### config.mk
export PLATFORM = sky130hd
export DESIGN_NAME = fetch_sequencer_flat
export DESIGN_NICKNAME = d
export VERILOG_FILES = /design/src/rtl/fetch_mem_if.sv /design/src/rtl/fetch_sequencer.sv /design/src/flat_wrapper.sv
export SDC_FILE = /design/constraint.sdc
export NUM_CORES = 1
export LEC_CHECK = 0
export ABC_AREA = 1
export CAP_MARGIN = 15
export CORE_ASPECT_RATIO = 0.8
export CORE_MARGIN = 1
export CORE_UTILIZATION = 40
export CTS_BUF_LIST = sky130_fd_sc_hd__clkbuf_16
export CTS_CLUSTER_SIZE = 8
export DETAILED_ROUTE_END_ITERATION = 10
export GPL_TIMING_DRIVEN = 0
export PLACE_DENSITY = 0.67
export SYNTH_ARGS = -nofsm -noshare
export SYNTH_HDL_FRONTEND = slang
export SYNTH_SLANG_ARGS = --single-unit
### constraint.sdc
create_clock -name clk -period 2.2 [get_ports clk]
set_input_delay 0.44 -clock clk [delete_from_list [all_inputs] [get_ports clk]]
set_output_delay 0.44 -clock clk [all_outputs]
set_load 0.01 [all_outputs]
### src/rtl/fetch_mem_if.sv
// Instruction memory port between the fetch sequencer (master) and a
// combinational-read instruction memory (slave).
interface fetch_mem_if #(
  parameter int ADDR_W = 32
) ();
  logic [ADDR_W-1:0] address;
  logic              read;
  logic              write;
  logic              cs;
  logic [15:0]       write_data;
  logic [15:0]       read_data;

  modport master (
    output address, read, write, cs, write_data,
    input  read_data
  );

  modport slave (
    input  address, read, write, cs, write_data,
    output read_data
  );
endinterface

### src/rtl/fetch_sequencer.sv
// Fetch-stage controller: owns the PC, sequences boot, one/two-word fetch,
// stall, branch redirect and interrupt vector entry, and registers the bundle.
module fetch_sequencer #(
  parameter int                ADDR_W           = 32,
  parameter logic [ADDR_W-1:0] RESET_VEC_ADDR   = '0,
  parameter logic [ADDR_W-1:0] INT_VEC_ADDR     = ADDR_W'(1),
  parameter bit                USE_RESET_VECTOR = 1'b1,
  parameter logic [ADDR_W-1:0] RESET_PC         = ADDR_W'(32),
  parameter logic [4:0]        IMM_OP_A         = 5'b11010,
  parameter logic [4:0]        IMM_OP_B         = 5'b11011
) (
  input  logic              clk,
  input  logic              rst,
  fetch_mem_if.master       mem,
  input  logic              stall,
  input  logic              branch_taken,
  input  logic [ADDR_W-1:0] branch_target,
  input  logic              int_req,
  output logic              int_ack,
  output logic [ADDR_W-1:0] epc_out,
  output logic [15:0]       instr_out,
  output logic [15:0]       imm_out,
  output logic [ADDR_W-1:0] pc_out,
  output logic              valid_out
);

  typedef enum logic [1:0] {BOOT, RUN, IMM, INTV} state_t;

  state_t            state;
  logic [ADDR_W-1:0] pc;
  logic [15:0]       hold_instr;
  logic [ADDR_W-1:0] hold_pc;
  logic [4:0]        opcode;
  logic              is_two_word;

  assign opcode      = mem.read_data[15:11];
  assign is_two_word = (opcode == IMM_OP_A) || (opcode == IMM_OP_B);

  assign mem.cs         = ~rst;
  assign mem.read       = ~rst;
  assign mem.write      = 1'b0;
  assign mem.write_data = 16'h0000;

  always_comb begin
    mem.address = pc;
    case (state)
      BOOT:    mem.address = RESET_VEC_ADDR;
      INTV:    mem.address = INT_VEC_ADDR;
      default: mem.address = pc;
    endcase
  end

  always_ff @(posedge clk) begin
    if (rst) begin
      state      <= BOOT;
      pc         <= '0;
      instr_out  <= '0;
      imm_out    <= '0;
      pc_out     <= '0;
      valid_out  <= 1'b0;
      int_ack    <= 1'b0;
      epc_out    <= '0;
      hold_instr <= '0;
      hold_pc    <= '0;
    end else begin
      case (state)
        BOOT: begin
          pc        <= USE_RESET_VECTOR ? ADDR_W'(mem.read_data) : RESET_PC;
          valid_out <= 1'b0;
          state     <= RUN;
        end
        RUN: begin
          // Interrupts are only taken here, i.e. on an instruction boundary.
          if (branch_taken) begin
            pc        <= branch_target;
            valid_out <= 1'b0;
          end else if (stall) begin
            state <= RUN;
          end else if (int_req) begin
            epc_out   <= pc;
            int_ack   <= 1'b1;
            valid_out <= 1'b0;
            state     <= INTV;
          end else if (is_two_word) begin
            hold_instr <= mem.read_data;
            hold_pc    <= pc;
            pc         <= pc + ADDR_W'(1);
            valid_out  <= 1'b0;
            state      <= IMM;
          end else begin
            instr_out <= mem.read_data;
            imm_out   <= 16'h0000;
            pc_out    <= pc;
            valid_out <= 1'b1;
            pc        <= pc + ADDR_W'(1);
          end
        end
        IMM: begin
          if (branch_taken) begin
            pc        <= branch_target;
            valid_out <= 1'b0;
            state     <= RUN;
          end else if (!stall) begin
            instr_out <= hold_instr;
            imm_out   <= mem.read_data;
            pc_out    <= hold_pc;
            valid_out <= 1'b1;
            pc        <= pc + ADDR_W'(1);
            state     <= RUN;
          end
        end
        INTV: begin
          pc        <= ADDR_W'(mem.read_data);
          int_ack   <= 1'b0;
          valid_out <= 1'b0;
          state     <= RUN;
        end
        default: state <= BOOT;
      endcase
    end
  end

endmodule

### src/flat_wrapper.sv
// flat-port wrapper written by rule: the top's interface ports become plain ports
module fetch_sequencer_flat 
#(
  parameter int                ADDR_W           = 32,
  parameter logic [ADDR_W-1:0] RESET_VEC_ADDR   = '0,
  parameter logic [ADDR_W-1:0] INT_VEC_ADDR     = ADDR_W'(1),
  parameter bit                USE_RESET_VECTOR = 1'b1,
  parameter logic [ADDR_W-1:0] RESET_PC         = ADDR_W'(32),
  parameter logic [4:0]        IMM_OP_A         = 5'b11010,
  parameter logic [4:0]        IMM_OP_B         = 5'b11011
)
  (clk, rst, stall, branch_taken, branch_target, int_req, int_ack, epc_out, instr_out, imm_out, pc_out, valid_out, mem_address, mem_read, mem_write, mem_cs, mem_write_data, mem_read_data);
  fetch_mem_if #(.ADDR_W(ADDR_W)) mem_i ();
  input  logic clk;
  input  logic rst;
  input  logic stall;
  input  logic branch_taken;
  input  logic [ADDR_W-1:0] branch_target;
  input  logic int_req;
  output logic int_ack;
  output logic [ADDR_W-1:0] epc_out;
  output logic [15:0] instr_out;
  output logic [15:0] imm_out;
  output logic [ADDR_W-1:0] pc_out;
  output logic valid_out;
  output wire logic [$bits(mem_i.address)-1:0] mem_address;
  output wire logic [$bits(mem_i.read)-1:0] mem_read;
  output wire logic [$bits(mem_i.write)-1:0] mem_write;
  output wire logic [$bits(mem_i.cs)-1:0] mem_cs;
  output wire logic [$bits(mem_i.write_data)-1:0] mem_write_data;
  input wire logic [$bits(mem_i.read_data)-1:0] mem_read_data;
  assign mem_address = mem_i.address;
  assign mem_read = mem_i.read;
  assign mem_write = mem_i.write;
  assign mem_cs = mem_i.cs;
  assign mem_write_data = mem_i.write_data;
  assign mem_i.read_data = mem_read_data;
  fetch_sequencer #(.ADDR_W(ADDR_W), .RESET_VEC_ADDR(RESET_VEC_ADDR), .INT_VEC_ADDR(INT_VEC_ADDR), .USE_RESET_VECTOR(USE_RESET_VECTOR), .RESET_PC(RESET_PC), .IMM_OP_A(IMM_OP_A), .IMM_OP_B(IMM_OP_B)) u_core (.clk(clk), .rst(rst), .mem(mem_i), .stall(stall), .branch_taken(branch_taken), .branch_target(branch_target), .int_req(int_req), .int_ack(int_ack), .epc_out(epc_out), .instr_out(instr_out), .imm_out(imm_out), .pc_out(pc_out), .valid_out(valid_out));
endmodule
-- After elaboration in Yosys (flattened, before gate mapping)
Index checks and enable logic that the tools add are counted.
- register bits: 180
- logic and storage cells: 89
- add/sub/neg operators: 1
- equal/unequal tests: 16
- muxes and demuxes: 46
- bitwise gates (word level): 4
- reduce and logical (&&, ||, !) cells: 12
- operators by type and width (operator ; number):
    $mux W32 ; 11
    $mux W16 ; 12
    $pmux W32 S2 ; 2
    $pmux W32 S3 ; 1
    $pmux W16 S2 ; 2
    $add A32 B1 Y32 const B ; 1
    $ne A2 B2 Y1 const B ; 7
    $mux W2 ; 6
    $eq A5 B5 Y1 const B ; 2
    $mux W1 ; 9
    $ne A3 B3 Y1 const B ; 3
    $reduce_and A4 Y1 ; 2
    $reduce_and A7 Y1 ; 1
    $pmux W2 S3 ; 1
    $reduce_and A3 Y1 ; 2
    $reduce_and A5 Y1 ; 1
    $eq A2 B2 Y1 const B ; 2
    $ne A4 B3 Y1 const B ; 1
    $not A1 Y1 ; 4
    $reduce_bool A2 Y1 ; 2
    $pmux W1 S3 ; 1
    $eq A2 B1 Y1 const B ; 1
    $logic_not A2 Y1 ; 1
    $pmux W1 S2 ; 1
    3 further kinds ; 3

-- Longest topological paths before layout
Gate-level depths: netlist of run 1.
- word-level depth: 7
- gate-level depth with buffers: 11

-- Worst setup path after synthesis of run 1
OpenSTA, ideal clock, no wires.
- path type: flip-flop to output port
- start: reg u_core.state[0]
- end: out mem_address[10]
- arrival: 1546 ps
- data required time: 1760 ps
- path slack: 214 ps
- cell stages (with the launch flop): 7
- path through: dfxtp_1 inv_1 ha_1 clkbuf_1 clkbuf_1 clkbuf_1 nor2_1
- longest elaborated chain between the ends: 2
- ends and longest elaborated chain (item ; line ; RTL):
    start: declaration ; fetch_sequencer.sv:29 ; state_t state;
    start signal: assignment ; fetch_sequencer.sv:55 ; state <= BOOT;
    start signal: assignment ; fetch_sequencer.sv:70 ; state <= RUN;
    start signal: assignment ; fetch_sequencer.sv:78 ; state <= RUN;
    $eq A2 B2 Y1 / $logic_not A2 Y1 (equally long branches) ; fetch_sequencer.sv:46 ; case (state)
    $pmux W32 S2 * ; fetch_sequencer.sv:46 ;
    end: declaration ; flat_wrapper.sv:26 ; output wire logic [$bits(mem_i.address)-1:0] mem_address;
Every way passes the cells marked *; elsewhere a longest branch is shown, timed or not.

-- Final worst setup path of run 1
- start: in rst
- end: out mem_read
- longest elaborated chain between the ends: 1
- ends and longest elaborated chain (item ; line ; RTL):
    start: declaration ; flat_wrapper.sv:15 ; input logic rst;
    $not A1 Y1 ; fetch_sequencer.sv:40 ; assign mem.read = ~rst;
    end: declaration ; flat_wrapper.sv:27 ; output wire logic [$bits(mem_i.read)-1:0] mem_read;
Every way passes these cells.

==> report_table.html, run 1 <==
<table>
<tr><th>Metric</th><th>Value</th></tr>
<tr><th colspan="2">Outcome</th></tr>
<tr><td>Status</td><td>finished clean</td></tr>
<tr><th colspan="2">Logic synthesis</th></tr>
<tr><td>Register bit total from synthesis</td><td>180</td></tr>
<tr><td>Unique cell type count in the Yosys netlist</td><td>34</td></tr>
<tr><td>Sequential cell area fraction in the yosys report</td><td>a little over two fifths</td></tr>
<tr><td>Most area-hungry cell type in the Yosys netlist</td><td>sky130_fd_sc_hd__dfxtp_1</td></tr>
<tr><td>Synth Cell Area</td><td>8470 sq um</td></tr>
<tr><td>Synthesized instance count</td><td>about 1200</td></tr>
<tr><td>Proportion of netlist area held by the largest area contributor</td><td>42.6%</td></tr>
<tr><td>Leading post-synthesis cells by cell area</td><td>sky130_fd_sc_hd__dfxtp_1 43%, sky130_fd_sc_hd__nor2_1 11%, sky130_fd_sc_hd__o21ai_0 9.6%, sky130_fd_sc_hd__nand2_1 9.2%, sky130_fd_sc_hd__a21oi_1 8.5%</td></tr>
<tr><td>Total number of yosys warnings</td><td>0</td></tr>
<tr><td>Avg Inst Size Synth</td><td>6.85 sq um</td></tr>
<tr><th colspan="2">Die</th></tr>
<tr><td>Starting utilization of the core area</td><td>40.9%</td></tr>
<tr><td>Standard cell core area</td><td>20700 sq um</td></tr>
<tr><td>Horizontal die dimension</td><td>about 160 um</td></tr>
<tr><td>Die Span Y</td><td>132 um</td></tr>
<tr><td>Site row count</td><td>47</td></tr>
<tr><td>Count of boundary I/O pins</td><td>202</td></tr>
<tr><td>Die ar.</td><td>roughly 22000 sq um</td></tr>
<tr><th colspan="2">Global route</th></tr>
<tr><td>Met3 layer usage reported by global route</td><td>6.54%</td></tr>
<tr><td>Fraction of met2 tracks used by global routing</td><td>~42%</td></tr>
<tr><td>Pin count of the biggest net entering global routing</td><td>21</td></tr>
<tr><td>Peak-usage layer in the global routing report</td><td>met1</td></tr>
<tr><td>Number of global-route vias before repair</td><td>approximately 8400</td></tr>
<tr><td>Global routing usage summed across all routing layers</td><td>28.9%</td></tr>
<tr><td>Routing usage on met1</td><td>42.2%</td></tr>
<tr><td>Antenna violations before repair</td><td>0</td></tr>
<tr><td>First-pass GRT wire length</td><td>approximately 48000 um</td></tr>
<tr><td>Total grt overflow</td><td>0</td></tr>
<tr><th colspan="2">Placement</th></tr>
<tr><td>Placement-stage cell area</td><td>10700 sq um</td></tr>
<tr><td>Post-DP HPWL</td><td>between 20000 and 25000 um</td></tr>
<tr><td>Port-buffer cells</td><td>184</td></tr>
<tr><td>GPL Wtd Cong</td><td>between 0.9 and 1</td></tr>
<tr><td>Post-placement cell count</td><td>1705</td></tr>
<tr><td>Pre-CTS WS</td><td>-1090 ps</td></tr>
<tr><th colspan="2">CTS</th></tr>
<tr><td>Clock transition at the register clock pins on the worst setup and hold paths after CTS</td><td>70 ps</td></tr>
<tr><td>Number of sinks driven by the clock tree</td><td>180</td></tr>
<tr><td>Insertion delay of the later-clocked pin in the worst-skew pair</td><td>440 ps</td></tr>
<tr><td>H-tree levels</td><td>4</td></tr>
<tr><td>Num CTS Buffers</td><td>17</td></tr>
<tr><td>Root Driver</td><td>sky130_fd_sc_hd__clkbuf_16</td></tr>
<tr><td>Hold buffer count at cts</td><td>0</td></tr>
<tr><td>Maximum root-to-sink buffer count</td><td>2</td></tr>
<tr><td>CTS tree</td><td>built</td></tr>
<tr><th colspan="2">Pwr</th></tr>
<tr><td>Power density over the cells</td><td>~750 nW/um^2</td></tr>
<tr><td>VDD IR max</td><td>a little under 600 uV</td></tr>
<tr><td>Total Power</td><td>8.42 mW</td></tr>
<tr><td>Leakage power</td><td>around 4.4 nW</td></tr>
<tr><th colspan="2">Drt</th></tr>
<tr><td>Violation count after the first detailed-routing iteration</td><td>1026</td></tr>
<tr><td>Overall via count from detail_route</td><td>9226</td></tr>
<tr><td>Number of iterations in the first detailed-routing pass</td><td>6</td></tr>
<tr><td>Post-route DRC</td><td>0</td></tr>
<tr><td>Wirelength, routed</td><td>31300 um</td></tr>
<tr><td>Wire length per cell</td><td>between 15 and 20 um</td></tr>
<tr><td>Mean number of vias per cell</td><td>between 5 and 6</td></tr>
<tr><td>Residual antenna-violating net count after detailed routing</td><td>0</td></tr>
<tr><th colspan="2">Timing</th></tr>
<tr><td>Unrepaired setup endpoints after global routing</td><td>false</td></tr>
<tr><td>Highest clock rate</td><td>469 MHz</td></tr>
<tr><td>Clock skew</td><td>10.7 ps</td></tr>
<tr><td>Setup slack after layout</td><td>approximately 68 ps</td></tr>
<tr><td>Number of hold-slack violations in the final timing report</td><td>0</td></tr>
<tr><td>Number of slew-limit violations in the final report</td><td>0</td></tr>
<tr><td>Final period demand of the worst path</td><td>2130 ps</td></tr>
<tr><td>Aggregate negative setup slack</td><td>0 ps</td></tr>
<tr><td>Worst-margin pin slew</td><td>731 ps</td></tr>
<tr><td>Max-slew headroom at the worst pin</td><td>51.3%</td></tr>
<tr><td>Period Utilization, post-route</td><td>between 90 and 100%</td></tr>
<tr><td>Count of endpoints failing setup in the final report</td><td>0</td></tr>
<tr><td>Worst hold slack after final layout</td><td>around 450 ps</td></tr>
<tr><th colspan="2">Worst setup path</th></tr>
<tr><td>Required @ worst endpoint</td><td>1760 ps</td></tr>
<tr><td>Kind of end point of the critical path</td><td>output port</td></tr>
<tr><td>Kind of critical path</td><td>input pin to output port</td></tr>
<tr><td>Arrival time at the worst endpoint</td><td>1690 ps</td></tr>
<tr><td>Nature of the critical path startpoint</td><td>input pin</td></tr>
<tr><td>Biggest fanout along the worst timing path</td><td>20</td></tr>
<tr><th colspan="2">Cells and area</th></tr>
<tr><td>Net count reported at finish</td><td>1517</td></tr>
<tr><td>Layout cell share with drive strength beyond 1</td><td>11.4%</td></tr>
<tr><td>Finished Cell Area</td><td>11300 sq um</td></tr>
<tr><td>Area overhead of the layout relative to synthesis</td><td>33.2%</td></tr>
<tr><td>Post-route core utilization</td><td>54.5%</td></tr>
<tr><td>Non-filler cells, final</td><td>1740</td></tr>
<tr><td>Antenna fix cells</td><td>0</td></tr>
<tr><th colspan="2">Flow run</th></tr>
<tr><td>Max-cap violations</td><td>0</td></tr>
<tr><th colspan="2">Hold path</th></tr>
<tr><td>Type of the tightest min-delay check</td><td>flip-flop to flip-flop</td></tr>
</table>
area by class of cell:
class                      count  area, sq um
clock buffer                  17          425
inverter                      66          250
buffer                        97          653
fill                        2078         9420
multi-input combinational    907         4130
clock inverter                14          135
sequential                   180         3610
timing repair buffer         190         1740
tap                          269          337
critical path, cell delays in order:
cell and delay, ps:
sky130_fd_sc_hd__dlygate4sd2_1 310, sky130_fd_sc_hd__inv_4 100, sky130_fd_sc_hd__buf_8 190, sky130_fd_sc_hd__buf_4 130, sky130_fd_sc_hd__clkdlybuf4s50_1 520
cell usage in the layout (no fill, tap or decap), types with 3 or more instances in the layout:
cell type	n
sky130_fd_sc_hd__nand3_1	55
sky130_fd_sc_hd__clkinv_4	4
sky130_fd_sc_hd__clkbuf_16	20
sky130_fd_sc_hd__clkbuf_1	31
sky130_fd_sc_hd__nand2_1	207
sky130_fd_sc_hd__clkdlybuf4s50_1	151
sky130_fd_sc_hd__nor2_1	232
sky130_fd_sc_hd__nand2_2	3
sky130_fd_sc_hd__buf_2	33
sky130_fd_sc_hd__buf_6	11
sky130_fd_sc_hd__dfxtp_1	178
sky130_fd_sc_hd__o21ai_1	45
sky130_fd_sc_hd__a21oi_1	143
sky130_fd_sc_hd__conb_1	17
sky130_fd_sc_hd__nor2_4	3
sky130_fd_sc_hd__o21ai_0	163
sky130_fd_sc_hd__nor2_2	13
sky130_fd_sc_hd__mux2i_1	3
sky130_fd_sc_hd__ha_1	4
sky130_fd_sc_hd__inv_2	10
sky130_fd_sc_hd__buf_4	28
sky130_fd_sc_hd__xor2_1	3
sky130_fd_sc_hd__inv_1	58
sky130_fd_sc_hd__clkbuf_2	23
state kept, by name, summed over array words and instances (netlist names):
signal,count
u_core.pc,32
u_core.imm_out,16
u_core.int_ack,1
u_core.instr_out,16
u_core.hold_instr,16
u_core.valid_out,1
u_core.state,2
u_core.pc_out,32
u_core.hold_pc,32
u_core.epc_out,32
logic make-up after synthesis:
kind of cell	share of synthesized area, %
simple gates	24.9
compound gates	21.3
fa+ha+maj	0.739
other cells	0.0443
buf+inv	9.70
mux	0.355
flops	42.6
xor+xnor	0.310
per-layer routing:
metal	share of wire, %	routed length (um)
met1	45	14200
met2	42	13300
met3	9.9	3110
met4	2.3	734
met5	0	0
synth_stat cells:
library cell and instances:
sky130_fd_sc_hd__nand4_2 1, sky130_fd_sc_hd__dfxtp_1 180, sky130_fd_sc_hd__nor2_2 8, sky130_fd_sc_hd__nor3_1 1
sky130_fd_sc_hd__a211oi_1 1, sky130_fd_sc_hd__ha_1 5, sky130_fd_sc_hd__or2_1 1, sky130_fd_sc_hd__buf_6 11
sky130_fd_sc_hd__nor2_1 238, sky130_fd_sc_hd__o211ai_1 2, sky130_fd_sc_hd__o22ai_1 1, sky130_fd_sc_hd__inv_2 9
sky130_fd_sc_hd__clkbuf_1 38, sky130_fd_sc_hd__nor2_4 2, sky130_fd_sc_hd__mux2i_1 3, sky130_fd_sc_hd__nand3_1 55
sky130_fd_sc_hd__nand2_2 3, sky130_fd_sc_hd__nand2_1 207, sky130_fd_sc_hd__conb_1 1, sky130_fd_sc_hd__xor2_1 3
sky130_fd_sc_hd__a21oi_1 143, sky130_fd_sc_hd__inv_1 57, sky130_fd_sc_hd__buf_2 26, sky130_fd_sc_hd__nor3_2 1
sky130_fd_sc_hd__nand4_1 1, sky130_fd_sc_hd__buf_1 1, sky130_fd_sc_hd__a211oi_2 1, sky130_fd_sc_hd__buf_4 23
sky130_fd_sc_hd__o21ai_0 163, sky130_fd_sc_hd__nand2_4 2, sky130_fd_sc_hd__o21ai_1 45, sky130_fd_sc_hd__a32oi_1 1
sky130_fd_sc_hd__or2_2 1, sky130_fd_sc_hd__and2_1 1
worst paths after layout:
kind                                       from                            endpoint  slack [ps]  cells after the start
min          u_core.hold_instr[13]$_SDFFE_PP0P_  u_core.hold_instr[13]$_SDFFE_PP0P_         450                      2
max                                         rst                            mem_read          70                      5
max reg2reg           u_core.pc[0]$_SDFFE_PP0P_           u_core.pc[8]$_SDFFE_PP0P_         190                      8
min reg2reg  u_core.hold_instr[13]$_SDFFE_PP0P_  u_core.hold_instr[13]$_SDFFE_PP0P_         450                      2
what timing repair did:
item | in CTS | in global routing
setup endpoints to repair | 34 | 27
cloned | 1 | 0
buffers inserted | 4 | 1
gates resized for setup | 105 | 33
pin swaps | 1 | 0
power breakdown:
group          switching (mW)  total (mW)  internal (mW)
combinational            1.11        1.84          0.723
clock                    1.42        2.99           1.57
sequential              0.156        3.59           3.43
total                    2.69        8.42           5.72
Power figures use the tool's default switching activity.
==> run 2: changes to the inputs <==
--- a/config.mk
+++ b/config.mk
@@ -13,8 +13,7 @@
 export CTS_BUF_LIST = sky130_fd_sc_hd__clkbuf_16
 export CTS_CLUSTER_SIZE = 8
 export DETAILED_ROUTE_END_ITERATION = 10
-export GPL_TIMING_DRIVEN = 0
-export PLACE_DENSITY = 0.67
+export PLACE_DENSITY = 0.69
 export SYNTH_ARGS = -nofsm -noshare
 export SYNTH_HDL_FRONTEND = slang
 export SYNTH_SLANG_ARGS = --single-unit
==> constraint.sdc (replaced) <==
create_clock -name clk -period 1.7 [get_ports clk]
set_input_delay 0.34 -clock clk [delete_from_list [all_inputs] [get_ports clk]]
set_output_delay 0.34 -clock clk [all_outputs]
set_load 0.01 [all_outputs]
==> report_table.html, run 2 (same netlist as run 1, synthesis figures left out) <==
<table>
<tr><th>Metric</th><th>Value</th></tr>
<tr><th colspan="2">Outcome</th></tr>
<tr><td>Status</td><td>complete, but fails checks</td></tr>
<tr><td>Violated checks</td><td>negative setup slack</td></tr>
<tr><th colspan="2">Pwr</th></tr>
<tr><td>Total Power</td><td>12.0 mW (+42%)</td></tr>
<tr><td>VDD IR max</td><td>483 uV (-17%)</td></tr>
<tr><td>Leakage power</td><td>5.67 nW (+30%)</td></tr>
<tr><td>Power density over the cells</td><td>873 nW/um^2 (+17%)</td></tr>
<tr><th colspan="2">Global route</th></tr>
<tr><td>Antenna violations before repair</td><td>0 (unchanged)</td></tr>
<tr><td>Pin count of the biggest net entering global routing</td><td>112 (+430%)</td></tr>
<tr><td>Number of global-route vias before repair</td><td>8683 (+3.7%)</td></tr>
<tr><td>Global routing usage summed across all routing layers</td><td>27.6% (-1.3 points)</td></tr>
<tr><td>First-pass GRT wire length</td><td>46400 um (-2.5%)</td></tr>
<tr><td>Total grt overflow</td><td>0 (unchanged)</td></tr>
<tr><th colspan="2">Drt</th></tr>
<tr><td>Wire length per cell</td><td>19.3 um (+7.5%)</td></tr>
<tr><td>Overall via count from detail_route</td><td>9910 (+7.4%)</td></tr>
<tr><td>Mean number of vias per cell</td><td>5.51 (+4.0%)</td></tr>
<tr><td>Violation count after the first detailed-routing iteration</td><td>1040 (+1.4%)</td></tr>
<tr><td>Residual antenna-violating net count after detailed routing</td><td>0 (unchanged)</td></tr>
<tr><td>Post-route DRC</td><td>0 (unchanged)</td></tr>
<tr><td>Number of iterations in the first detailed-routing pass</td><td>6 (unchanged)</td></tr>
<tr><td>Wirelength, routed</td><td>34700 um (+11%)</td></tr>
<tr><th colspan="2">Timing</th></tr>
<tr><td>Highest clock rate</td><td>486 MHz</td></tr>
<tr><td>Number of slew-limit violations in the final report</td><td>0 (unchanged)</td></tr>
<tr><td>Max-slew headroom at the worst pin</td><td>59.5% (+8.2 points)</td></tr>
<tr><td>Setup slack after layout</td><td>-358 ps (-426 ps)</td></tr>
<tr><td>Period Utilization, post-route</td><td>121%</td></tr>
<tr><td>Aggregate negative setup slack</td><td>-26570 ps (-26570 ps)</td></tr>
<tr><td>Final period demand of the worst path</td><td>2060 ps</td></tr>
<tr><td>Clock skew</td><td>12.8 ps (+2.15 ps)</td></tr>
<tr><td>Count of endpoints failing setup in the final report</td><td>179 (+179)</td></tr>
<tr><td>Unrepaired setup endpoints after global routing</td><td>true</td></tr>
<tr><td>Number of hold-slack violations in the final timing report</td><td>0 (unchanged)</td></tr>
<tr><td>Worst-margin pin slew</td><td>607 ps (-124 ps)</td></tr>
<tr><th colspan="2">Die</th></tr>
<tr><td>Horizontal die dimension</td><td>165 um (unchanged)</td></tr>
<tr><td>Standard cell core area</td><td>20700 sq um (unchanged)</td></tr>
<tr><td>Count of boundary I/O pins</td><td>202 (unchanged)</td></tr>
<tr><td>Site row count</td><td>47 (unchanged)</td></tr>
<tr><td>Die Span Y</td><td>132 um (unchanged)</td></tr>
<tr><td>Starting utilization of the core area</td><td>40.9% (unchanged)</td></tr>
<tr><td>Die ar.</td><td>21800 sq um (unchanged)</td></tr>
<tr><th colspan="2">Worst setup path</th></tr>
<tr><td>Logic depth of the worst register-to-register path</td><td>9 (+1)</td></tr>
<tr><td>Biggest fanout along the worst timing path</td><td>3 (-85%)</td></tr>
<tr><td>Max incr delay on CP</td><td>350 ps (-170 ps)</td></tr>
<tr><td>Nature of the critical path startpoint</td><td>flip-flop</td></tr>
<tr><td>Arrival time at the worst endpoint</td><td>1720 ps (+30 ps)</td></tr>
<tr><td>Critical R2R Capture</td><td>u_core.pc[8]$_SDFFE_PP0P_</td></tr>
<tr><td>Cell type of the slowest stage on the worst timing path</td><td>sky130_fd_sc_hd__dfxtp_2</td></tr>
<tr><td>Worst reg2reg path startpoint</td><td>u_core.state[0]$_SDFFE_PP0P_</td></tr>
<tr><td>Critical Path Start</td><td>u_core.state[0]$_SDFFE_PP0P_</td></tr>
<tr><td>Most frequent CP cell</td><td>sky130_fd_sc_hd__buf_6</td></tr>
<tr><td>Minimum setup slack among reg-to-reg paths</td><td>-210 ps (-400 ps)</td></tr>
<tr><td>Cells along the critical path</td><td>inv_2 -&gt; ha_4 -&gt; buf_6 -&gt; buf_6 -&gt; buf_8 -&gt; nor2_4 -&gt; buf_6</td></tr>
<tr><td>Kind of critical path</td><td>flip-flop to output port</td></tr>
<tr><td>Kind of end point of the critical path</td><td>output port</td></tr>
<tr><td>Capture point of the critical path</td><td>mem_address[16]</td></tr>
<tr><td>Required @ worst endpoint</td><td>1360 ps (-400 ps)</td></tr>
<tr><th colspan="2">CTS</th></tr>
<tr><td>Insertion delay of the later-clocked pin in the worst-skew pair</td><td>440 ps (about the same)</td></tr>
<tr><td>Clock transition at the register clock pins on the worst setup and hold paths after CTS</td><td>70 ps (about the same)</td></tr>
<tr><td>CTS tree</td><td>built</td></tr>
<tr><td>Root Driver</td><td>sky130_fd_sc_hd__clkbuf_16</td></tr>
<tr><td>H-tree levels</td><td>4 (unchanged)</td></tr>
<tr><td>Num CTS Buffers</td><td>17 (unchanged)</td></tr>
<tr><td>Maximum root-to-sink buffer count</td><td>2 (unchanged)</td></tr>
<tr><td>Number of sinks driven by the clock tree</td><td>180 (unchanged)</td></tr>
<tr><th colspan="2">Placement</th></tr>
<tr><td>Post-DP HPWL</td><td>21100 um (-11%)</td></tr>
<tr><td>Port-buffer cells</td><td>184 (unchanged)</td></tr>
<tr><td>GPL Wtd Cong</td><td>0.947 (+0.19%)</td></tr>
<tr><td>Post-placement cell count</td><td>1714 (+0.53%)</td></tr>
<tr><th colspan="2">Cells and area</th></tr>
<tr><td>Commonest cells after routing, fill and taps aside</td><td>190 x sky130_fd_sc_hd__nand2_1, 177 x sky130_fd_sc_hd__nor2_1, 177 x sky130_fd_sc_hd__dfxtp_1</td></tr>
<tr><td>Antenna fix cells</td><td>0 (unchanged)</td></tr>
<tr><td>Area overhead of the layout relative to synthesis</td><td>62.3%</td></tr>
<tr><td>Layout cell share with drive strength beyond 1</td><td>28.9% (+17 points)</td></tr>
<tr><td>Most frequent standard cell in the layout excluding fill and tap cells</td><td>sky130_fd_sc_hd__nand2_1</td></tr>
<tr><td>Net count reported at finish</td><td>1573 (+3.7%)</td></tr>
<tr><td>Non-filler cells, final</td><td>1797 (+3.3%)</td></tr>
<tr><th colspan="2">Flow run</th></tr>
<tr><td>Max-cap violations</td><td>0 (unchanged)</td></tr>
<tr><th colspan="2">Hold path</th></tr>
<tr><td>Type of the tightest min-delay check</td><td>flip-flop to flip-flop</td></tr>
</table>
-- run 2: changes by cell type in the layout (fill, tap and decap cells not counted), moves of 43 or more --
| cell | before | now |
|---|---|---|
| sky130_fd_sc_hd__a21oi_1 | 143 | 99 |
| sky130_fd_sc_hd__buf_4 | 28 | 88 |
| sky130_fd_sc_hd__clkdlybuf4s50_1 | 151 | 108 |
| sky130_fd_sc_hd__nor2_1 | 232 | 177 |
| sky130_fd_sc_hd__nor2_4 | 3 | 46 |
| sky130_fd_sc_hd__o21ai_0 | 163 | 110 |
| sky130_fd_sc_hd__o21ai_2 | 0 | 50 |
-- run 2: how the worst min path moves through the flow --
stage	start	endpoint	slack (ps)	cells past startpoint
final	u_core.hold_instr[13]$_SDFFE_PP0P_	u_core.hold_instr[13]$_SDFFE_PP0P_	450	2
after global routing	u_core.hold_instr[13]$_SDFFE_PP0P_	u_core.hold_instr[13]$_SDFFE_PP0P_	460	2
after CTS	u_core.hold_instr[13]$_SDFFE_PP0P_	u_core.hold_instr[13]$_SDFFE_PP0P_	440	2
after detailed placement	u_core.hold_instr[13]$_SDFFE_PP0P_	u_core.hold_instr[13]$_SDFFE_PP0P_	430	2
after global placement	u_core.hold_instr[13]$_SDFFE_PP0P_	u_core.hold_instr[13]$_SDFFE_PP0P_	430	2
after floorplan	u_core.hold_instr[13]$_SDFFE_PP0P_	u_core.hold_instr[13]$_SDFFE_PP0P_	420	2
-- run 2: report_power, final --
group	leakage, nW	total, mW	switching (mW)	internal (mW)
Combinational	3.95	3.54	1.95	1.59
Sequential	1.46	4.68	0.240	4.44
Clock	0.258	3.77	1.87	1.91
-- run 2: cell type report --
class,count,area [sq um]
inverters,66,284
flip-flops and latches,180,3610
clock buffers,17,425
multi-input cells,908,5080
clock inverters,15,130
fillers,1652,6960
repair inverters,2,27.5
well taps,269,337
repair buffers,340,3850
-- run 2: critical path, delay by kind of cell, from the launching register on --
kind	cells	cell delay (ps)
buffers and inverters	5	530
DFF	1	350
and+or+nand+nor	1	120
adders and majority gates	1	270
-- run 2: through the flow --
step	area, sq um	worst slack (ps)	hold slack [ps]	utilization [%]
floorplan	8530	-6.88	425	-
global placement	11200	-242	430	54.0
detailed placement	11200	-276	433	54.0
CTS	12100	-319	445	58.5
global route	13700	-380	464	66.4
finish	13700	-358	447	66.4
-- run 2: per-layer routing --
metal	up-vias	part of all wire (%)	global-route usage, %	wire (um)
met1	4703	43	39.9	14900
met5	-	0	0	0
met3	87	9.1	5.03	3170
met2	521	45	41.3	15600
li1	4599	-	-	-
met4	0	3.0	8.97	1050
-- run 2: timing repair --
item,in CTS,in global routing
gates cloned,6,17
setup endpoints to repair,111,143
pin swaps,31,45
setup buffers,11,21
hold buffers,0,0
resized for setup,223,345
==> run 3: changes to the inputs <==
--- a/config.mk
+++ b/config.mk
@@ -8,7 +8,7 @@
 export ABC_AREA = 1
 export CAP_MARGIN = 15
 export CORE_ASPECT_RATIO = 0.8
-export CORE_MARGIN = 1
+export CORE_MARGIN = 2
 export CORE_UTILIZATION = 40
 export CTS_BUF_LIST = sky130_fd_sc_hd__clkbuf_16
 export CTS_CLUSTER_SIZE = 8
==> report_table.html, run 3 (same netlist as run 1, synthesis figures left out) <==
<table>
<tr><th>Metric</th><th>Value</th></tr>
<tr><th colspan="2">CTS</th></tr>
<tr><td>Hold buffer count at cts</td><td>0 (unchanged)</td></tr>
<tr><td>Num CTS Buffers</td><td>17 (unchanged)</td></tr>
<tr><td>Clock transition at the register clock pins on the worst setup and hold paths after CTS</td><td>80 ps (about the same)</td></tr>
<tr><td>Number of sinks driven by the clock tree</td><td>180 (unchanged)</td></tr>
<tr><td>CTS tree</td><td>built</td></tr>
<tr><td>Root Driver</td><td>sky130_fd_sc_hd__clkbuf_16</td></tr>
<tr><td>Insertion delay of the later-clocked pin in the worst-skew pair</td><td>440 ps (about the same)</td></tr>
<tr><td>Maximum root-to-sink buffer count</td><td>2 (unchanged)</td></tr>
<tr><td>H-tree levels</td><td>4 (unchanged)</td></tr>
<tr><th colspan="2">Worst setup path</th></tr>
<tr><td>Minimum setup slack among reg-to-reg paths</td><td>-100 ps (+110 ps)</td></tr>
<tr><td>Biggest fanout along the worst timing path</td><td>7 (+4)</td></tr>
<tr><td>Kind of end point of the critical path</td><td>output port</td></tr>
<tr><td>Nature of the critical path startpoint</td><td>flip-flop</td></tr>
<tr><td>Max incr delay on CP</td><td>340 ps (about the same)</td></tr>
<tr><td>Cell type of the slowest stage on the worst timing path</td><td>sky130_fd_sc_hd__dfxtp_2</td></tr>
<tr><td>Worst reg2reg path startpoint</td><td>u_core.state[0]$_SDFFE_PP0P_</td></tr>
<tr><td>Cell type group with the largest total delay on the critical path</td><td>buffers and inverters</td></tr>
<tr><td>Kind of critical path</td><td>flip-flop to output port</td></tr>
<tr><td>Required @ worst endpoint</td><td>1360 ps (about the same)</td></tr>
<tr><td>Most frequent CP cell</td><td>sky130_fd_sc_hd__buf_6</td></tr>
<tr><td>Cell count along the critical path</td><td>6 (-1)</td></tr>
<tr><td>Total buffers and inverters traversed by the critical path</td><td>4 (-1)</td></tr>
<tr><td>Arrival time at the worst endpoint</td><td>1650 ps (-70 ps)</td></tr>
<tr><td>Critical R2R Capture</td><td>u_core.pc[17]$_SDFFE_PP0P_</td></tr>
<tr><td>Cells along the critical path</td><td>inv_2 -&gt; ha_4 -&gt; buf_6 -&gt; buf_16 -&gt; nor2_4 -&gt; buf_6</td></tr>
<tr><td>Logic depth of the worst register-to-register path</td><td>11 (+2)</td></tr>
<tr><th colspan="2">Drt</th></tr>
<tr><td>Wire length per cell</td><td>17.4 um (-10%)</td></tr>
<tr><td>Number of iterations in the first detailed-routing pass</td><td>5 (-1)</td></tr>
<tr><td>Mean number of vias per cell</td><td>5.30 (-4.0%)</td></tr>
<tr><td>Residual antenna-violating net count after detailed routing</td><td>0 (unchanged)</td></tr>
<tr><td>Violation count after the first detailed-routing iteration</td><td>1005 (-3.4%)</td></tr>
<tr><td>Post-route DRC</td><td>0 (unchanged)</td></tr>
<tr><td>Wirelength, routed</td><td>30500 um (-12%)</td></tr>
<tr><td>Overall via count from detail_route</td><td>9322 (-5.9%)</td></tr>
<tr><th colspan="2">Flow run</th></tr>
<tr><td>Max-cap violations</td><td>0 (unchanged)</td></tr>
<tr><th colspan="2">Timing</th></tr>
<tr><td>Count of endpoints failing setup in the final report</td><td>50 (-72%)</td></tr>
<tr><td>Aggregate negative setup slack</td><td>-7560 ps (+19010 ps)</td></tr>
<tr><td>Worst-margin pin slew</td><td>548 ps (-59.7 ps)</td></tr>
<tr><td>Highest clock rate</td><td>503 MHz (+3.5%)</td></tr>
<tr><td>Max-slew headroom at the worst pin</td><td>63.5% (+4.0 points)</td></tr>
<tr><td>Final period demand of the worst path</td><td>1990 ps (-70.4 ps)</td></tr>
<tr><td>Unrepaired setup endpoints after global routing</td><td>true</td></tr>
<tr><td>Number of hold-slack violations in the final timing report</td><td>0 (unchanged)</td></tr>
<tr><td>Number of slew-limit violations in the final report</td><td>0 (unchanged)</td></tr>
<tr><td>Period Utilization, post-route</td><td>117% (-4.1 points)</td></tr>
<tr><td>Setup slack after layout</td><td>-288 ps (+70.4 ps)</td></tr>
<tr><td>Clock skew</td><td>10.7 ps (-2.12 ps)</td></tr>
<tr><th colspan="2">Cells and area</th></tr>
<tr><td>Commonest cells after routing, fill and taps aside</td><td>198 x sky130_fd_sc_hd__nand2_1, 191 x sky130_fd_sc_hd__nor2_1, 173 x sky130_fd_sc_hd__dfxtp_1</td></tr>
<tr><td>Area overhead of the layout relative to synthesis</td><td>49.5%</td></tr>
<tr><td>Post-route core utilization</td><td>61.1% (-5.2 points)</td></tr>
<tr><td>Antenna fix cells</td><td>0 (unchanged)</td></tr>
<tr><td>Most frequent standard cell in the layout excluding fill and tap cells</td><td>sky130_fd_sc_hd__nand2_1</td></tr>
<tr><td>Net count reported at finish</td><td>1536 (-2.4%)</td></tr>
<tr><td>Layout cell share with drive strength beyond 1</td><td>20.6% (-8.3 points)</td></tr>
<tr><th colspan="2">Global route</th></tr>
<tr><td>Number of global-route vias before repair</td><td>8289 (-4.5%)</td></tr>
<tr><td>Total grt overflow</td><td>0 (unchanged)</td></tr>
<tr><td>Antenna violations before repair</td><td>0 (unchanged)</td></tr>
<tr><td>Pin count of the biggest net entering global routing</td><td>112 (unchanged)</td></tr>
<tr><td>Global routing usage summed across all routing layers</td><td>25.7% (-1.9 points)</td></tr>
<tr><td>First-pass GRT wire length</td><td>45200 um (-2.4%)</td></tr>
<tr><th colspan="2">Placement</th></tr>
<tr><td>GPL Wtd Cong</td><td>0.941 (-0.62%)</td></tr>
<tr><td>Post-DP HPWL</td><td>20800 um (-1.5%)</td></tr>
<tr><td>Port-buffer cells</td><td>184 (unchanged)</td></tr>
<tr><th colspan="2">Pwr</th></tr>
<tr><td>Power density over the cells</td><td>956 nW/um^2 (+9.5%)</td></tr>
<tr><td>Leakage power</td><td>5.49 nW (-3.3%)</td></tr>
<tr><td>Proportion of power drawn by the clock network</td><td>35.7% (+4.2 points)</td></tr>
<tr><td>Total internal power</td><td>8.21 mW (+3.5%)</td></tr>
<tr><td>VDD IR max</td><td>567 uV (+17%)</td></tr>
<tr><td>Sequential fraction of design power</td><td>38.5% (-0.5 points)</td></tr>
<tr><td>Net Switching</td><td>3.88 mW (-4.3%)</td></tr>
<tr><td>Fraction of power consumed by combinational cells</td><td>25.9% (-3.6 points)</td></tr>
<tr><td>Switching part of the total power</td><td>32.1% (-1.7 points)</td></tr>
<tr><th colspan="2">Hold path</th></tr>
<tr><td>Worst hold endpoint</td><td>u_core.hold_instr[13]$_SDFFE_PP0P_</td></tr>
<tr><td>Beginning of the worst hold path</td><td>u_core.hold_instr[13]$_SDFFE_PP0P_</td></tr>
<tr><td>Type of the tightest min-delay check</td><td>flip-flop to flip-flop</td></tr>
<tr><td>Hold Crit Depth</td><td>2 (unchanged)</td></tr>
<tr><th colspan="2">Die</th></tr>
<tr><td>Die Span Y</td><td>134 um (+1.5%)</td></tr>
<tr><td>Site row count</td><td>47 (unchanged)</td></tr>
<tr><td>Die ar.</td><td>22400 sq um (+2.7%)</td></tr>
<tr><td>Starting utilization of the core area</td><td>40.9% (unchanged)</td></tr>
<tr><td>Horizontal die dimension</td><td>167 um (+1.2%)</td></tr>
<tr><td>Count of boundary I/O pins</td><td>202 (unchanged)</td></tr>
<tr><td>Standard cell core area</td><td>20700 sq um (unchanged)</td></tr>
<tr><th colspan="2">Outcome</th></tr>
<tr><td>Status</td><td>complete, but fails checks</td></tr>
<tr><td>Violated checks</td><td>negative setup slack</td></tr>
</table>
## run 3: how the worst max path moves through the flow
stage / startpoint / end / slack (ps)
final: u_core.state[0]$_SDFFE_PP0P_ / mem_address[11] / -290
after global routing: u_core.state[0]$_SDFFE_PP0P_ / mem_address[8] / -330
after CTS: u_core.state[0]$_SDFFE_PP0P_ / mem_address[8] / -290
after detailed placement: mem_read_data[13] / u_core.instr_out[0]$_SDFFE_PP0P_ / -290
after global placement: mem_read_data[13] / u_core.instr_out[0]$_SDFFE_PP0P_ / -260
after floorplan: u_core.state[0]$_SDFFE_PP0P_ / mem_address[10] / -7
## run 3: timing repair
| action | CTS | global route |
|---|---|---|
| pin swaps | 24 | 30 |
| setup endpoints to repair | 82 | 112 |
| cloned | 3 | 5 |
| setup buffers | 8 | 8 |
| gates resized for setup | 235 | 140 |
## run 3: power by group through the flow
stage               registers, mW  clock network (mW)  logic (mW)
floorplan                    4.73                   0        1.18
global placement             4.73                   0        2.41
detailed placement           4.73                   0        2.42
CTS                          4.64                4.35        2.86
global route                 4.68                4.52        3.34
finish                       4.65                4.31        3.13
## run 3: layout make-up
type	count	area, sq um
Inverter	66	260
Multi-Input combinational cell	908	4600
Timing Repair inverter	1	6.26
Sequential cell	180	3610
Tap cell	269	337
Timing Repair Buffer	304	3210
Clock buffer	17	425
Fill cell	1833	8040
Clock inverter	15	213
## run 3: through the flow
step | instance area (sq um) | hold WS (ps) | worst slack, ps | power, mW | std cells
floorplan | 8530 | 425 | -6.88 | 5.90 | 1252
global placement | 11100 | 431 | -261 | 7.14 | 1708
detailed placement | 11100 | 433 | -292 | 7.16 | 1708
CTS | 12100 | 445 | -288 | 11.8 | 1751
global route | 12700 | 463 | -328 | 12.5 | 1760
finish | 12700 | 444 | -288 | 12.1 | 1760
## run 3: layer usage
metal  share of wire [%]  track usage [%]  vias up
met3                 8.6             4.99       25
li1                    -                -     4501
met2                  44             38.6      450
met1                  46             38.2     4346
met4                 1.1             5.75        0
met5                   0                0        -
## run 3: tightest hold or removal path, delay by kind of cell (launching register included)
kind | cells | cell delay, ps
flops | 1 | 310
simple gates | 2 | 100
